**config.mk**
```make
export PLATFORM = sky130hd
export DESIGN_NAME = serial_alu_seq
export DESIGN_NICKNAME = d
export VERILOG_FILES = /design/src/rtl/serial_alu_seq.sv
export SDC_FILE = /design/constraint.sdc
export NUM_CORES = 1
export LEC_CHECK = 0
export CAP_MARGIN = 30
export CORE_MARGIN = 8
export CORE_UTILIZATION = 25
export CTS_CLUSTER_DIAMETER = 30
export DETAILED_ROUTE_END_ITERATION = 10
export MAX_ROUTING_LAYER = met4
export PLACE_DENSITY_LB_ADDON = 0.1
export SETUP_SLACK_MARGIN = 0.4
export SLEW_MARGIN = 20
export SYNTH_ARGS = -nofsm -noshare
export SYNTH_HDL_FRONTEND = slang
export SYNTH_SLANG_ARGS = --single-unit
export TNS_END_PERCENT = 5
```
**constraint.sdc**
```tcl
create_clock -name clk -period 20.3 [get_ports clk]
set_clock_uncertainty 0.1 [all_clocks]
set_input_delay 4.06 -clock clk [delete_from_list [all_inputs] [get_ports clk]]
set_output_delay 4.06 -clock clk [all_outputs]
set_load 0.1 [all_outputs]
```
**src/rtl/serial_alu_seq.sv**
```systemverilog
// Bit-serial ALU sequencer: runs one WIDTH-bit add/sub/and/or through a 1-bit
// slice, LSB first, with valid/ready handshakes on both sides.
module serial_alu_seq #(
    parameter int  WIDTH = 32,
    localparam int CNT_W = $clog2(WIDTH)
) (
    input  logic             clk,
    input  logic             rst,
    input  logic             in_valid,
    output logic             in_ready,
    input  logic [WIDTH-1:0] a,
    input  logic [WIDTH-1:0] b,
    input  logic [1:0]       ALUcontrol,
    output logic             out_valid,
    input  logic             out_ready,
    output logic [WIDTH-1:0] result,
    output logic             Z,
    output logic             N,
    output logic             C,
    output logic             V
);

    typedef enum logic [1:0] {IDLE, RUN, DONE} state_t;

    state_t           state;
    logic [WIDTH-1:0] a_sh;
    logic [WIDTH-1:0] b_sh;
    logic [WIDTH-1:0] res_sh;
    logic [1:0]       op;
    logic             carry;
    logic [CNT_W-1:0] cnt;

    logic             bt_x;
    logic             sum;
    logic             cout;
    logic             rbit;
    logic             last;
    logic [WIDTH-1:0] res_next;

    // One slice evaluation on the current LSBs of the operand shifters.
    always_comb begin
        bt_x     = op[0] ? ~b_sh[0] : b_sh[0];
        sum      = a_sh[0] ^ bt_x ^ carry;
        cout     = (a_sh[0] & bt_x) | (a_sh[0] & carry) | (bt_x & carry);
        rbit     = sum;
        case (op)
            2'b10:   rbit = a_sh[0] & b_sh[0];
            2'b11:   rbit = a_sh[0] | b_sh[0];
            default: rbit = sum;
        endcase
        res_next = {rbit, res_sh[WIDTH-1:1]};
        last     = (cnt == CNT_W'(WIDTH - 1));
    end

    always_ff @(posedge clk) begin
        if (rst) begin
            state     <= IDLE;
            in_ready  <= 1'b1;
            out_valid <= 1'b0;
            result    <= '0;
            Z         <= 1'b0;
            N         <= 1'b0;
            C         <= 1'b0;
            V         <= 1'b0;
            cnt       <= '0;
            carry     <= 1'b0;
        end else begin
            case (state)
                IDLE: begin
                    if (in_valid) begin
                        a_sh     <= a;
                        b_sh     <= b;
                        op       <= ALUcontrol;
                        carry    <= ALUcontrol[0];
                        cnt      <= '0;
                        in_ready <= 1'b0;
                        state    <= RUN;
                    end
                end
                RUN: begin
                    a_sh   <= a_sh >> 1;
                    b_sh   <= b_sh >> 1;
                    res_sh <= res_next;
                    carry  <= cout;
                    if (last) begin
                        // carry still holds the MSB carry-in here, cout is the carry-out.
                        result    <= res_next;
                        Z         <= ~|res_next;
                        N         <= rbit;
                        C         <= ~op[1] & cout;
                        V         <= ~op[1] & (carry ^ cout);
                        out_valid <= 1'b1;
                        state     <= DONE;
                    end else begin
                        cnt <= cnt + 1'b1;
                    end
                end
                DONE: begin
                    if (out_ready) begin
                        out_valid <= 1'b0;
                        in_ready  <= 1'b1;
                        state     <= IDLE;
                    end
                end
                default: begin
                    state     <= IDLE;
                    in_ready  <= 1'b1;
                    out_valid <= 1'b0;
                end
            endcase
        end
    end

endmodule

```
## Word-level counts from Yosys, hierarchy flattened

Index checks and enable logic that the tools add are counted.

| word-level totals | value |
|---|---|
| bits in registers | 144 |
| bits in latches | 0 |
| bits in writable memories | 0 |
| bits in read-only memories | 0 |
| bits of input ports | 70 |
| output and inout port bits | 38 |
| word-level logic and storage cells | 75 |
| memories kept | 0 |

| operators by class | value |
|---|---|
| $add $sub $neg | 1 |
| multiply operators | 0 |
| divide/modulo/power cells | 0 |
| magnitude comparators | 0 |
| equality and inequality tests | 9 |
| shift-type cells | 0 |
| multiplexer cells | 21 |
| bitwise operators | 17 |
| reduce and logical (&&, ||, !) cells | 13 |

Operators by type and width:

| operator | count |
|---|---|
| case mux 32 bit (2 select lines) | 2 |
| two-way mux 32 bit | 2 |
| OR reduction 32 bit | 1 |
| AND reduction 3 bit | 6 |
| two-way mux 5 bit | 2 |
| case mux 5 bit (2 select lines) | 1 |
| != test 2 bit, second input constant | 4 |
| AND 1 bit | 6 |
| equality test 2 bit, second input constant | 3 |
| two-way mux 1 bit | 6 |
| two-way mux 2 bit | 3 |
| case mux 1 bit (3 select lines) | 2 |
| case mux 2 bit (3 select lines) | 1 |
| AND reduction 2 bit | 3 |
| adder 5 x 1 -> 5 bit, second input constant | 1 |
| equality test 5 bit, second input constant | 1 |
| NOT 1 bit | 5 |
| case mux 1 bit (2 select lines) | 2 |
| OR 1 bit | 3 |
| bitwise XOR 1 bit | 3 |
| equality test 2 x 1 -> 1 bit, second input constant | 1 |
| logical NOT 2 bit | 1 |
| nonzero test 2 bit | 1 |
| logical NOT 1 bit | 1 |

## Longest topological paths before layout

| logic depth | value |
|---|---|
| word-level depth | 7 |
| gate-level depth with buffers | 8 |

## Worst setup path before layout

Ideal clock, no wire load.

| path | value |
|---|---|
| path type | input to register |
| start point | in rst |
| end point | reg a_sh[0] (enable) |
| setup time | 0.564 ns |
| arrival | 8.671 ns |
| required time | 19.636 ns |
| setup slack | 10.965 ns |
| stages on the path | 2 |
| path buffers | 1 |
| cells stage by stage | clkbuf_1 > nor3_1 |

| between the ends | value |
|---|---|
| cells in the longest elaborated chain, start to end | 2 |

RTL lines:

| item | RTL line | RTL |
|---|---|---|
| start: declaration | 8 | `input logic rst,` |
| NOT 1 bit (no line) | n/a |  |
| AND reduction 3 bit (no line) | n/a |  |
| end signal: assignment | 81 | `a_sh <= a_sh >> 1;` |
| end: declaration | 26 | `logic [WIDTH-1:0] a_sh;` |

Every way passes these cells.
A chain may end at the register's enable or synchronous reset.

## Final worst setup path

| path | value |
|---|---|
| start point | reg result[31] |
| end point | out result[31] |

RTL lines:

| item | RTL line | RTL |
|---|---|---|
| start: declaration | 16 | `output logic [WIDTH-1:0] result,` |
| start signal: assignment | 87 | `result <= res_next;` |

No word-level cell between the ends.

==> impl_metrics.csv <==
group,metric,value,unit
synthesis,synth_seq_cells,142,
synthesis,ys_seq_area_frac,0.690,
power,peakVddDrop,0.0414,mV
setup_path,crit_arrival,1.93,ns
synthesis,async_reset_ff_frac,0,
run_status,status,"complete, no violations",
cts,post_cts_buffers,0,
job,max-cap-violations,0,
synthesis,synth_commonest_cells,"250 x nand2_1, 97 x edfxtp_1, 45 x dfxtp_1",
synthesis,synth.distinct_cells,36,
drt,firstDrtPassIters,4,
cts,htreeDepth,4,
placement,io_buffers,107,
synthesis,synth_area_leaders,"edfxtp_1 53%, nand2_1 17%, dfxtp_1 16%, a21oi_1 3.6%, clkbuf_1 1.3%",
cells_and_area,layout-drive-gt1-share,0.0747,
synthesis,syn-num-nets,601,
cells_and_area,final_nets,703,
floorplanning,die_y,165,microns
setup_path,path_buf_inv,1,
timing,period_share,0.300,
setup_path,path_cells,"clkdlybuf4s50_1",
setup_path,crit_path_start_kind,"flop",
floorplanning,dieArea,0.0271,sq mm
synthesis,avgSynthCellArea,10.5,sq um
setup_path,cpMaxStageDelayCell,"clkdlybuf4s50_1",
synthesis,yosysWarnings,0,
floorplanning,io_pins,108,
timing,max_freq,0.164,GHz
synthesis,synth.largest_area_cell,"edfxtp_1",
cts,cts_tree,"built",
floorplanning,fp-row-count,54,
power,power_leakage,2.76,nW
drt,drcViolationCount,0,
drt,first_iter_violations,199,
timing,finalMaxSlewViolations,0,
drt,viasPerCell,4.22,
grt,gr-usage-met1,0.126,
drt,routed_wl,12800,microns
grt,grt_first_pass_wirelength,20700,microns
drt,vias,3899,
cts,ctsResizeCount,0,
cts,clk-insertion-delay-late,0.41,ns
cells_and_area,final_cell_area,0.00746,sq mm
setup_path,critical_path.top_delay_family,"buffers and inverters",
cts,cts_hold_buf,0,
synthesis,synth_cells,528,
placement,post_dp_cell_area,0.00689,sq mm
cells_and_area,nFillCells,2246,
timing,post-route-min-period,6.09,ns
cts,cts_buffers,17,
cts,clockBufferDepth,2,
synthesis,syn_area,0.00553,sq mm
setup_path,cp-end-kind,"output port",
grt,grt_pass1_vias,4122,
timing,relSlewSlack,0.341,
timing,setup_tns,0,ns
timing,finalSetupViolations,0,
setup_path,worstPathRequired,16.14,ns
grt,use_met3,0.0332,
hold_path,hold_path_class,"flop to flop",
cts,clockRootBuffer,"clkbuf_16",
timing,hold_viol_final,0,
grt,grt.overflow.total,0,
grt,met2_usage,0.150,
cts,clock_sinks,142,
cells_and_area,syn_to_final_growth,35.0,%
floorplanning,start_util,0.254,
grt,grt_use_total,0.100,
drt,route.detailed.wl_per_inst,13.8,microns
synthesis,synth-edff-count,97,
placement,gp_congestion,0.717,
drt,drtAntennaViolNets,0,
setup_path,critPathMaxFanout,3,
timing,rsz0062_at_grt,"false",
grt,grt.busiest_layer,"met2",
floorplanning,core,0.0218,sq mm
setup_path,crit_type,"flop to output port",
synthesis,synth_top_area_share,0.527,
grt,grt_max_degree,68,
setup_path,cp_slowest_stage_delay,1.15,ns
cts,clkTransAtPathRegs,0.06,ns
floorplanning,die_w,165,microns
placement,dp_hpwl,8520,microns
synthesis,yosysMostFrequentCell,"nand2_1",
grt,grt_antenna_before_repair,1,
power,powerDensity,91.4,mW/mm^2
timing,tightest_slew,0.985,ns
synthesis,ys.flop_type,"edfxtp_1",
worst reg2reg max path, stage by stage, from the launching register on:
cell and delay (ns):
dfxtp_1 0.59, nor2b_4 0.22, buf_4 0.51, and2_1 0.58
buf_16 0.22, nor2_1 0.05, nor3_1 0.16
cells by family (layout without fill, tap and decap cells):
kind of cell / count (synthesis) / in the layout / share of synthesized area
other: 0 / 1 / 0
XOR/XNOR: 3 / 3 / 0.00476
buffers and inverters: 34 / 149 / 0.0274
AO/OA/AOI/OAI: 47 / 47 / 0.0448
adder cells (fa/ha/maj): 3 / 3 / 0.00815
flip-flops: 142 / 142 / 0.690
multiplexers: 1 / 1 / 0.00181
AND/OR/NAND/NOR: 298 / 298 / 0.223
routing by layer:
metal | share of wire | wire length (microns)
met4 | 0.015 | 188
met3 | 0.053 | 680
met1 | 0.49 | 6210
met2 | 0.45 | 5700
met5 | 0 | 0
state kept, by name, indices dropped and copies added, names as in the netlist:
| signal | cells |
|---|---|
| b_sh | 32 |
| V | 1 |
| res_sh | 31 |
| out_valid | 1 |
| state | 2 |
| a_sh | 32 |
| C | 1 |
| cnt | 5 |
| op | 2 |
| result | 32 |
| Z | 1 |
| carry | 1 |
| in_ready | 1 |
cell usage in the layout, fill, tap and decap left out, types with 4 or more instances in the layout:
cell | synthesis | layout
clkbuf_16 | 0 | 17
nor2_1 | 13 | 12
inv_6 | 0 | 6
a21oi_1 | 40 | 40
nand2_1 | 250 | 250
buf_4 | 1 | 6
dfxtp_1 | 45 | 45
clkdlybuf4s50_1 | 0 | 106
nor3_1 | 5 | 4
edfxtp_1 | 97 | 97
nor4_1 | 8 | 8
worst paths after layout:
| path | startpoint | endpoint | slack [ns] | cells after the start |
|---|---|---|---|---|
| setup reg to reg | state[0] | result[31] | 17.79 | 6 |
| hold reg to reg | result[7] | result[7] | 0.35 | 2 |
| hold / removal | result[7] | result[7] | 0.35 | 2 |
| setup / recovery | result[31] | result[31] | 14.21 | 1 |
power by group:
group          total (mW)  internal, mW  leakage [nW]  switching [mW]
Sequential          0.332         0.326          1.28         0.00565
Clock               0.301         0.174         0.280           0.127
Combinational      0.0487        0.0217          1.20          0.0271
cell type report:
cell class	count	area (sq um)	share of cell area
multi-input combinational	352	1580	0.211
sequential	142	3810	0.511
inverter	3	11.3	0.00151
clock inverter	14	130	0.0174
antenna	1	2.50	0.000335
timing repair buffer	114	1140	0.153
tap	280	350	0.0469
clock buffer	18	439	0.0589
stage by stage:
stage	hold WS [ns]	worst slack, ns	power, mW	utilization	std cells
detailed placement	0.347	14.31	0.389	0.317	891
CTS	0.357	14.18	0.694	0.343	923
floorplan	0.350	10.96	0.365	-	528
global route	0.371	14.14	0.714	0.343	924
finish	0.351	14.21	0.682	0.343	924
global placement	0.344	14.33	0.387	0.315	890
Note: power is estimated with default switching activity, not from simulation.
